**src/rtl/wb_pkg.sv**
```systemverilog
// Shared types and constants for the MEM/WB result stage.
// Load funct3 encodings, source indices and the registered bundle.
package wb_pkg;

  localparam int WB_XLEN = 32;

  localparam logic [2:0] F3_LB  = 3'b000;
  localparam logic [2:0] F3_LH  = 3'b001;
  localparam logic [2:0] F3_LW  = 3'b010;
  localparam logic [2:0] F3_LBU = 3'b100;
  localparam logic [2:0] F3_LHU = 3'b101;

  localparam int SRC_ALU  = 0;
  localparam int SRC_LOAD = 1;
  localparam int SRC_PC4  = 2;
  localparam int SRC_IMM  = 3;

  typedef struct packed {
    logic [WB_XLEN-1:0] result;
    logic [4:0]         rd;
    logic               reg_write;
  } wb_bundle_t;

endpackage

```
**src/rtl/load_formatter.sv**
```systemverilog
// Byte/half extraction and sign/zero extension of load data.
// In: word, funct3, addr_lo. Out: data, misaligned, illegal.
module load_formatter
  import wb_pkg::*;
(
  input  logic [31:0] word,
  input  logic [2:0]  funct3,
  input  logic [1:0]  addr_lo,
  output logic [31:0] data,
  output logic        misaligned,
  output logic        illegal
);

  logic [31:0] shifted;
  logic [7:0]  byte_sel;
  logic [15:0] half_sel;

  assign shifted  = word >> {addr_lo, 3'b000};
  assign byte_sel = shifted[7:0];
  assign half_sel = addr_lo[1] ? word[31:16]
                               : word[15:0];

  always_comb begin
    data       = word;
    misaligned = 1'b0;
    illegal    = 1'b0;
    unique case (1'b1)
      (funct3 == F3_LB):
        data = {{24{byte_sel[7]}}, byte_sel};
      (funct3 == F3_LBU):
        data = {24'h0, byte_sel};
      (funct3 == F3_LH): begin
        data       = {{16{half_sel[15]}}, half_sel};
        misaligned = addr_lo[0];
      end
      (funct3 == F3_LHU): begin
        data       = {16'h0, half_sel};
        misaligned = addr_lo[0];
      end
      (funct3 == F3_LW):
        misaligned = (addr_lo != 2'b00);
      default:
        illegal = 1'b1;
    endcase
  end

endmodule

```
**src/rtl/wb_result_stage.sv**
```systemverilog
// MEM/WB stage: N-source select, load formatting, one-entry output reg.
// Ports: in/out valid-ready, src_data/result_src, load ctl, result, err, retired.
module wb_result_stage
  import wb_pkg::*;
#(
  parameter int XLEN     = 32,
  parameter int NSRC     = 4,
  parameter int LOAD_IDX = 1,
  parameter int CNTW     = 32
) (
  input  logic                    clk,
  input  logic                    reset_n,
  input  logic                    in_valid,
  output logic                    in_ready,
  input  logic [NSRC*XLEN-1:0]    src_data,
  input  logic [$clog2(NSRC)-1:0] result_src,
  input  logic [2:0]              funct3,
  input  logic [1:0]              addr_lo,
  input  logic [4:0]              rd,
  input  logic                    reg_write,
  input  logic                    flush,
  output logic                    out_valid,
  input  logic                    out_ready,
  output logic [XLEN-1:0]         result,
  output logic [4:0]              rd_out,
  output logic                    we_out,
  output logic                    err,
  output logic [CNTW-1:0]         retired
);

  if (XLEN != 32) begin : g_bad_xlen
    $error("wb_result_stage: XLEN must be 32");
  end
  if (NSRC < 2 || NSRC > 8) begin : g_bad_nsrc
    $error("wb_result_stage: NSRC must be 2..8");
  end

  logic [XLEN-1:0] raw;
  logic [XLEN-1:0] fmt_data;
  logic [XLEN-1:0] sel_data;
  logic            sel_ok;
  logic            is_load;
  logic            mis;
  logic            ill;
  logic            bad;
  logic            accept;
  logic            complete;
  wb_bundle_t      q;

  always_comb begin
    raw = '0;
    for (int k = 0; k < NSRC; k++) begin
      if (int'(result_src) == k)
        raw = src_data[k*XLEN +: XLEN];
    end
  end

  assign sel_ok  = int'(result_src) < NSRC;
  assign is_load = int'(result_src) == LOAD_IDX;

  load_formatter u_fmt (
    .word       (raw),
    .funct3     (funct3),
    .addr_lo    (addr_lo),
    .data       (fmt_data),
    .misaligned (mis),
    .illegal    (ill)
  );

  assign sel_data = is_load ? fmt_data : raw;
  assign bad      = !sel_ok | (is_load & (mis | ill));

  assign in_ready = !out_valid | out_ready;
  assign accept   = in_valid & in_ready & !flush;
  assign complete = out_valid & out_ready;

  assign result = q.result;
  assign rd_out = q.rd;
  assign we_out = out_valid & q.reg_write
                & (q.rd != 5'd0);

  always_ff @(posedge clk or negedge reset_n) begin
    if (!reset_n) begin
      out_valid <= 1'b0;
      q         <= '0;
      err       <= 1'b0;
      retired   <= '0;
    end else begin
      // a completion coinciding with flush still retires
      if (complete && we_out)
        retired <= retired + CNTW'(1);
      if (flush) begin
        out_valid <= 1'b0;
      end else if (accept) begin
        out_valid   <= 1'b1;
        q.result    <= sel_data;
        q.rd        <= rd;
        q.reg_write <= reg_write;
        if (bad)
          err <= 1'b1;
      end else if (complete) begin
        out_valid <= 1'b0;
      end
    end
  end

endmodule

```
**config.mk**
```make
export PLATFORM = sky130hd
export DESIGN_NAME = wb_result_stage
export DESIGN_NICKNAME = d
export VERILOG_FILES = /design/src/rtl/wb_pkg.sv /design/src/rtl/load_formatter.sv /design/src/rtl/wb_result_stage.sv
export SDC_FILE = /design/constraint.sdc
export NUM_CORES = 1
export LEC_CHECK = 0
export CAP_MARGIN = 0
export CORE_MARGIN = 3
export CORE_UTILIZATION = 40
export DETAILED_ROUTE_END_ITERATION = 8
export PLACE_DENSITY = 0.86
export SLEW_MARGIN = 10
export SYNTH_ARGS = -nofsm -noshare
export SYNTH_HDL_FRONTEND = slang
export SYNTH_SLANG_ARGS = --single-unit
```
**constraint.sdc**
```tcl
create_clock -name clk -period 2.7 [get_ports clk]
set_clock_uncertainty 0.05 [all_clocks]
set_input_delay 0.54 -clock clk [delete_from_list [all_inputs] [get_ports clk]]
set_output_delay 0.54 -clock clk [all_outputs]
set_load 0.05 [all_outputs]
```
==> summary.md, run 1 <==
| Metric | Value |
|---|---|
| Starting density of the core | `0.414` |
| Syn-to-layout area delta | `48.9%` |
| Setup Fix Bufs, Post-CTS | `0` |
| Post-route DRC | `0` |
| Clk sinks | `72` |
| Syn Area/Cell | `10.1 um2` |
| Post-layout worst setup margin | `292 ps` |
| Area of the multi-input gates | `2750 um2` |
| Mapped Cells | `497` |
| DP Wirelength | `13,700 um` |
| Iteration count of the initial detailed-routing pass | `5` |
| Synthesized cell area | `5030 um2` |
| CTS root buf | `clkbuf_16` |
| Max Root-Sink Buffers | `2` |
| Worst vdd ir | `0.000291 V` |
| Max Clock Freq | `415 MHz` |
| Net Count, Synth | `644` |
| Minimum clock period | `2410 ps` |
| HP Class | `primary input to asynchronous set/reset pin` |
| Crit start category | `primary input` |
| Avg WL per Cell | `19.8 um` |
| P per Cell Area | `556 nW/um2` |
| Post-CTS resize count | `0` |
| Mean number of vias per cell | `5.59` |
| Placed inst area | `7150 um2` |
| Overflow after GRT | `0` |
| Die width | `118 um` |
| CTS tree | `done` |
| Clk Latency, worst-skew pair | `320 ps` |
| Largest net degree at the start of global routing | `73` |
| TritonCTS Buffers | `9` |
| Placement Setup Slack | `-53.8 ps` |
| RSZ-0062 raised after global routing | `false` |
| DRT Wirelength | `16,900 um` |
| DIE AREA | `14,000 um2` |
| Global Route Usage Sum | `0.237` |
| Design area | `7490 um2` |
| Hold WS | `280 ps` |
| Vias | `4,766` |
| # fillers | `999` |
| Fin cells | `853` |
| FF+latch area | `1800 um2` |
| DP Cell Count | `837` |
| Worst EP required | `2900 ps` |
| Synth unique cells | `53` |
| Cell Rows | `40` |
| First-pass GRT wire length | `26,500 um` |
| ANT cells | `0` |
| Crit path capture type | `flop` |
| Yosys reg bits | `72` |
| Asr flop ratio synth | `1.00` |
| Initial DRC Count | `419` |
| Number of global-route vias before repair | `4,940` |
| Boundary pin count | `219` |
| Cts-stage hold buffer count | `0` |
| Total power draw | `4.17 mW` |
| Die Height | `118 um` |
| Pins Over Slew Limit | `0` |
| YS warnings | `0` |
| CTS H-tree depth | `3` |
| Leak | `3.11 nW` |
| Antenna viol nets, final | `0` |
| Initial antenna violation count | `0` |
| Worst Path Arrival | `2610 ps` |
| I/O Buffers | `218` |
| Final Core Density | `0.616` |
| Final setup viols | `0` |
| Final Cycle Share | `0.892` |
| Seq/Total Area, Yosys | `0.358` |
| Max cap viols | `0` |
| Worst slew margin | `0.392` |
| Layout net count | `827` |
| Core box area | `12,200 um2` |
| Gpl congestion | `0.867` |
| Predominant post-synthesis flop cell | `dfrtp_1` |
| CP Max Fanout | `16` |
| Setup_tns | `0 ps` |
| Final Hold Fails | `0` |
| Post-synth EDFFs | `0` |
| Worst Path Class, Setup | `primary input to flop` |
| Layout cell share with drive strength beyond 1 | `0.121` |
| Least-Margin Pin Slew | `911 ps` |
| Status | `finished, final reports clean` |
| Clk slew on worst S/H paths | `60 ps` |
==> report_power, final <==
group	internal (mW)	leakage (nW)	switching [mW]
combinational	0.631	2.02	0.835
sequential	1.20	0.913	0.120
clock	0.928	0.170	0.448
total	2.76	3.11	1.40
==> layout make-up <==
class                      count  share of cell area
clock buffer                  11              0.0324
sequential                    72               0.240
tap                          168              0.0281
multi-input combinational    352               0.367
clock inverter                 5              0.0139
timing repair buffer         239               0.315
inverter                       6             0.00301
==> placed cells by master (no fill, tap or decap), drive strengths merged, types with 2 or more instances in the layout <==
cell,n
clkbuf,11
mux4,19
nor2b,14
or2,4
a22oi,2
nor4,6
buf,26
o22ai,18
and4,4
bufinv,3
a211oi,9
inv,6
xnor2,19
nand3,12
or3b,2
clkinv,2
and2,3
mux2,8
nand2,54
nor3,7
xor2,12
a221oi,7
o41ai,3
a31oi,9
o21ai,7
and3,6
a21oi,15
a2bb2oi,2
o21bai,2
nand2b,6
mux2i,31
dfrtp,72
a221o,14
nand4,11
a211o,7
clkdlybuf4s50,213
nor2,29
==> worst paths after layout <==
path / start / end / slack (ps) / depth (start not counted)
max reg2reg: rd_out[0]$_DFFE_PN0P_ / retired[13]$_DFFE_PN0P_ / 590 / 5
min reg2reg: retired[31]$_DFFE_PN0P_ / retired[31]$_DFFE_PN0P_ / 420 / 1
max: addr_lo[1] / result[27]$_DFFE_PN0P_ / 290 / 5
min in group clk: retired[31]$_DFFE_PN0P_ / retired[31]$_DFFE_PN0P_ / 420 / 1
min: reset_n / retired[17]$_DFFE_PN0P_ / 280 / 1
max in group asynchronous: reset_n / result[16]$_DFFE_PN0P_ / 1710 / 1
==> synth_stat cells (11+ instances only) <==
| cell | number | share of area |
|---|---|---|
| dfrtp_1 | 72 | 0.36 |
| nand2_1 | 54 | 0.040 |
| buf_4 | 40 | 0.060 |
| mux2i_1 | 31 | 0.062 |
| nor2_1 | 29 | 0.022 |
| xnor2_1 | 19 | 0.033 |
| o22ai_1 | 18 | 0.022 |
| mux4_2 | 17 | 0.076 |
| a21oi_1 | 15 | 0.015 |
| a221o_1 | 14 | 0.028 |
| nor2b_1 | 14 | 0.017 |
| nand3_1 | 12 | 0.012 |
| xor2_1 | 12 | 0.021 |
| nand4_1 | 11 | 0.014 |
==> sequential cells by signal (all words and copies together) (netlist names) <==
register   cells
q              1
err            1
retired       32
out_valid      1
rd_out         5
result        32
==> kinds of logic (layout without fill, tap and decap cells) <==
family / after synthesis / in the layout / share of synthesized area
compound gates: 99 / 99 / 0.157
xor+xnor: 31 / 31 / 0.0539
fa+ha+maj: 1 / 1 / 0.00249
buf+inv: 73 / 261 / 0.0957
flops: 72 / 72 / 0.358
mux: 58 / 58 / 0.166
simple gates: 163 / 163 / 0.167
==> layer usage <==
metal	vias to the layer above	global-route usage	part of all wire
li1	2188	-	-
met1	2287	0.299	0.41
met2	259	0.413	0.49
met3	32	0.0488	0.071
met4	0	0.0667	0.024
met5	-	0	0
==> critical path: stages <==
cell and delay (ps):
clkdlybuf4s50_1 490, inv_1 140, mux4_2 560, o31ai_4 660
a221o_1 220
Power figures use the tool's default switching activity.
==> inputs of run 2 (changes only) <==
- PLACE_DENSITY: 0.86 -> 0.76
==> summary.md, run 2 (synthesis results as in run 1) <==
| Metric | Value |
|---|---|
| Post-route DRC | `0` |
| Leak | `3.11 nW` |
| Cell Rows | `40` |
| I/O Buffers | `218` |
| Starting density of the core | `0.414` |
| Clk Latency, worst-skew pair | `320 ps` |
| Reg-to-Reg End | `retired[18]$_DFFE_PN0P_` |
| Met2 WL | `7860 um` |
| Clk sinks | `72` |
| Worst Path Class, Setup | `primary input to flop` |
| Status | `finished, final reports clean` |
| Final setup viols | `0` |
| DR top layer | `met4` |
| Largest net degree at the start of global routing | `73` |
| Pins Over Slew Limit | `0` |
| Crit start category | `primary input` |
| Metal3 WL | `1190 um` |
| Minimum clock period | `2420 ps` |
| ANT cells | `0` |
| Max Clock Freq | `413 MHz` |
| Global Route Usage Sum | `0.223` |
| Initial antenna violation count | `0` |
| Commonest cells after routing, fill and taps aside | `213 x clkdlybuf4s50_1, 72 x dfrtp_1, 54 x nand2_1` |
| Total power draw | `3.96 mW` |
| Crit path capture type | `flop` |
| Max Root-Sink Buffers | `2` |
| Mean number of vias per cell | `5.65` |
| Most common cell after layout, fill and taps aside | `clkdlybuf4s50_1` |
| First-pass GRT wire length | `25,300 um` |
| CTS tree | `done` |
| Worst slew margin | `0.387` |
| Avg WL per Cell | `18.5 um` |
| CTS H-tree depth | `3` |
| Beginning of the critical path | `addr_lo[1]` |
| Max cap viols | `0` |
| Setup Fix Bufs, Post-CTS | `0` |
| CP Max Fanout | `22` |
| Worst EP required | `2850 ps` |
| RR Startpoint | `rd_out[0]$_DFFE_PN0P_` |
| Initial DRC Count | `445` |
| Final Cycle Share | `0.896` |
| HP Class | `primary input to asynchronous set/reset pin` |
| Syn-to-layout area delta | `48.6%` |
| Die width | `118 um` |
| Least-Margin Pin Slew | `919 ps` |
| # fillers | `1,014` |
| Path depth of the worst reg2reg path | `5` |
| Die Height | `118 um` |
| Clk slew on worst S/H paths | `60 ps` |
| FF-to-FF setup slack | `620 ps` |
| TritonCTS Buffers | `9` |
| RSZ-0062 raised after global routing | `false` |
| Overflow after GRT | `0` |
| Iteration count of the initial detailed-routing pass | `5` |
| Worst vdd ir | `0.000358 V` |
| Vias | `4,862` |
| DRT met1 WL | `6560 um` |
| Post-CTS resize count | `0` |
| Boundary pin count | `219` |
| DRT Wirelength | `16,000 um` |
| Core box area | `12,200 um2` |
| Setup_tns | `0 ps` |
| Antenna viol nets, final | `0` |
| Gpl congestion | `0.969` |
| Worst Path Arrival | `2570 ps` |
| Layout cell share with drive strength beyond 1 | `0.131` |
| Final Core Density | `0.615` |
| Final Hold Fails | `0` |
| CTS root buf | `clkbuf_16` |
| Critical path capture point | `result[31]$_DFFE_PN0P_` |
| Number of global-route vias before repair | `4,984` |
| P per Cell Area | `529 nW/um2` |
| Layout net count | `835` |
| DIE AREA | `14,000 um2` |
| Cts-stage hold buffer count | `0` |
| DP Wirelength | `13,000 um` |
## run 2: worst min path at each step
stage                              end  cells past startpoint  slack (ps)
2_1_floorplan          err$_DFFE_PN0P_                      0         190
3_3_place_gp     result[0]$_DFFE_PN0P_                      2         410
3_5_place_dp           err$_DFFE_PN0P_                      2         410
4_1_cts        retired[22]$_DFFE_PN0P_                      1         330
5_1_grt        retired[24]$_DFFE_PN0P_                      1         370
6_report       retired[22]$_DFFE_PN0P_                      1         300
## run 2: per-layer routing
| metal | global-route usage | vias to the layer above |
|---|---|---|
| li1 | - | 2204 |
| met1 | 0.277 | 2364 |
| met2 | 0.382 | 264 |
| met3 | 0.0536 | 30 |
| met4 | 0.0689 | 0 |
| met5 | 0 | - |
## run 2: cell type report
class / instances / area (um2) / area share
Sequential cell: 72 / 1800 / 0.241
Clock buffer: 10 / 229 / 0.0306
Inverter: 6 / 22.5 / 0.00301
Tap cell: 168 / 210 / 0.0281
Clock inverter: 6 / 68.8 / 0.00920
Multi-Input combinational cell: 352 / 2750 / 0.368
Timing Repair Buffer: 247 / 2390 / 0.320
## run 2: stage by stage
step | instance area (um2) | setup slack [ps] | std cells | hold WS, ps
after global placement | 7180 | 22.0 | 845 | 408
final | 7480 | 280 | 861 | 303
after global routing | 7480 | 230 | 861 | 369
after floorplan | 5030 | 326 | 497 | 194
after CTS | 7480 | 320 | 861 | 332
after detailed placement | 7180 | -26.3 | 845 | 410
## run 2: where the power goes
group / internal (mW) / switching [mW]
Sequential: 1.20 / 0.109
Combinational: 0.637 / 0.837
Clock: 0.720 / 0.453
Total: 2.56 / 1.40
## run 2: critical path, cell delays in order
cell and delay (ps):
clkdlybuf4s50_1 510, buf_12 210, nor2b_1 370, a2bb2oi_1 220, nand4_1 180, o31ai_4 90, buf_4 180, a221o_1 270
==> inputs of run 3 (changes only) <==
- clock period: 2.7 -> 3.1 ns (I/O delays scaled with it)
==> summary.md, run 3 (synthesis results as in run 1) <==
| Metric | Value |
|---|---|
| Design area | `7380 um2` |
| Avg WL per Cell | `19.3 um` |
| Post-route DRC | `0` |
| Die width | `118 um` |
| Max Clock Freq | `343 MHz` |
| First-pass GRT wire length | `26,000 um` |
| Leak | `3.04 nW` |
| Largest stage delay, worst path | `690 ps` |
| I/O Buffers | `218` |
| Starting density of the core | `0.414` |
| Overflow after GRT | `0` |
| Clk Latency, worst-skew pair | `330 ps` |
| Worst EP required | `2430 ps` |
| Setup_tns | `0 ps` |
| Gpl congestion | `0.895` |
| Net switching power | `1.21 mW` |
| Worst vdd ir | `0.000296 V` |
| Final Core Density | `0.606` |
| Crit-path cells | `or4_1 -> nor2_1 -> nor2_1 -> clkdlybuf4s50_1` |
| Antenna viol nets, final | `0` |
| Core box area | `12,200 um2` |
| DIE AREA | `14,000 um2` |
| RSZ-0062 raised after global routing | `false` |
| Sequential share of power | `0.336` |
| CTS root buf | `clkbuf_16` |
| Iteration count of the initial detailed-routing pass | `5` |
| Syn-to-layout area delta | `46.5%` |
| Worst Path Class, Setup | `flop to primary output` |
| Max Root-Sink Buffers | `2` |
| Comb pwr share | `0.371` |
| P per Cell Area | `463 nW/um2` |
| Vias | `4,715` |
| Max cap viols | `0` |
| Placed inst area | `7090 um2` |
| Post-layout worst setup margin | `184 ps` |
| CTS H-tree depth | `3` |
| TritonCTS Buffers | `9` |
| Initial antenna violation count | `0` |
| Initial DRC Count | `351` |
| Cell Rows | `40` |
| Final Hold Fails | `0` |
| Largest net degree at the start of global routing | `73` |
| Status | `finished, final reports clean` |
| Final setup viols | `0` |
| Pins Over Slew Limit | `0` |
| HP Class | `primary input to asynchronous set/reset pin` |
| Most common cell after layout, fill and taps aside | `clkdlybuf4s50_1` |
| Cts-stage hold buffer count | `0` |
| Layout cell share with drive strength beyond 1 | `0.113` |
| CTS tree | `done` |
| # fillers | `997` |
| Die Height | `118 um` |
| CP Max Fanout | `4` |
| Number of global-route vias before repair | `4,900` |
| Global Route Usage Sum | `0.231` |
| Setup Fix Bufs, Post-CTS | `0` |
| Crit path capture type | `primary output` |
| Clk slew on worst S/H paths | `60 ps` |
| Final Cycle Share | `0.941` |
| Worst slew margin | `0.391` |
| Layout net count | `822` |
| DP Wirelength | `13,200 um` |
| ANT cells | `0` |
| GR Util met2 | `0.400` |
| Total internal power | `2.21 mW` |
| Minimum clock period | `2920 ps` |
| Most frequent CP cell | `nor2_1` |
| Met3 Resource Use GR | `0.0512` |
| Met1 usage | `0.293` |
| Switching Share | `0.353` |
| Worst Path Arrival | `2250 ps` |
| Commonest cells after routing, fill and taps aside | `214 x clkdlybuf4s50_1, 72 x dfrtp_1, 54 x nand2_1` |
| Least-Margin Pin Slew | `913 ps` |
| Grt peak-use layer | `met2` |
| Total power draw | `3.41 mW` |
| Clock share of power | `0.293` |
| Crit start category | `flop` |
| Post-CTS resize count | `0` |
| Placement Setup Slack | `290 ps` |
| Mean number of vias per cell | `5.56` |
| Clk sinks | `72` |
| DRT Wirelength | `16,300 um` |
| Boundary pin count | `219` |
| Crit path max-delay cell type | `clkdlybuf4s50_1` |
==> run 3: cell types whose count changed in the layout (fill, tap and decap cells not counted) <==
cell / change
buf_4: -14
clkdlybuf4s50_1: +1
clkinv_2: +2
clkinv_4: -2
clkinvlp_4: +1
inv_6: -1
==> run 3: worst max-delay path: cells and delay by family (launching register included) <==
kind                   cells  cell delay, ps
and+or+nand+nor            3             850
buffers and inverters      1             690
DFF                        1             390
==> run 3: final cells by class <==
type	instances	area [um2]	share of cell area
Clock buffer	10	229	0.0310
Clock inverter	6	60.1	0.00814
Inverter	6	22.5	0.00305
Multi-Input combinational cell	352	2750	0.373
Sequential cell	72	1800	0.244
Tap cell	168	210	0.0285
Timing Repair Buffer	234	2300	0.312
==> run 3: final timing paths <==
kind | start | endpoint | slack [ps] | depth (start not counted)
worst min register to register | retired[31]$_DFFE_PN0P_ | retired[31]$_DFFE_PN0P_ | 430 | 1
worst max register to register | rd_out[0]$_DFFE_PN0P_ | retired[18]$_DFFE_PN0P_ | 1020 | 5
worst max-delay path | rd_out[0]$_DFFE_PN0P_ | we_out | 180 | 4
min in group clk | retired[31]$_DFFE_PN0P_ | retired[31]$_DFFE_PN0P_ | 430 | 1
worst min-delay path | reset_n | retired[22]$_DFFE_PN0P_ | 370 | 1
max in group asynchronous | reset_n | result[11]$_DFFE_PN0P_ | 2020 | 1
==> run 3: per-layer routing <==
metal | wire (um) | vias to the layer above
met2 | 8070 | 222
met1 | 6780 | 2293
li1 | - | 2177
met3 | 1200 | 23
met4 | 282 | 0
met5 | 0 | -
==> run 3: power by group through the flow <==
stage	clock, mW	sequential, mW	combinational [mW]
finish	1.00	1.15	1.27
global route	1.06	1.16	1.34
detailed placement	0	1.16	1.27
floorplan	0	1.19	0.803
global placement	0	1.16	1.25
CTS	1.02	1.14	1.27
==> run 3: metrics by stage <==
stage	hold slack, ps	instances
after floorplan	274	497
after global placement	412	832
after detailed placement	415	832
after CTS	409	848
after global routing	455	848
final	369	848
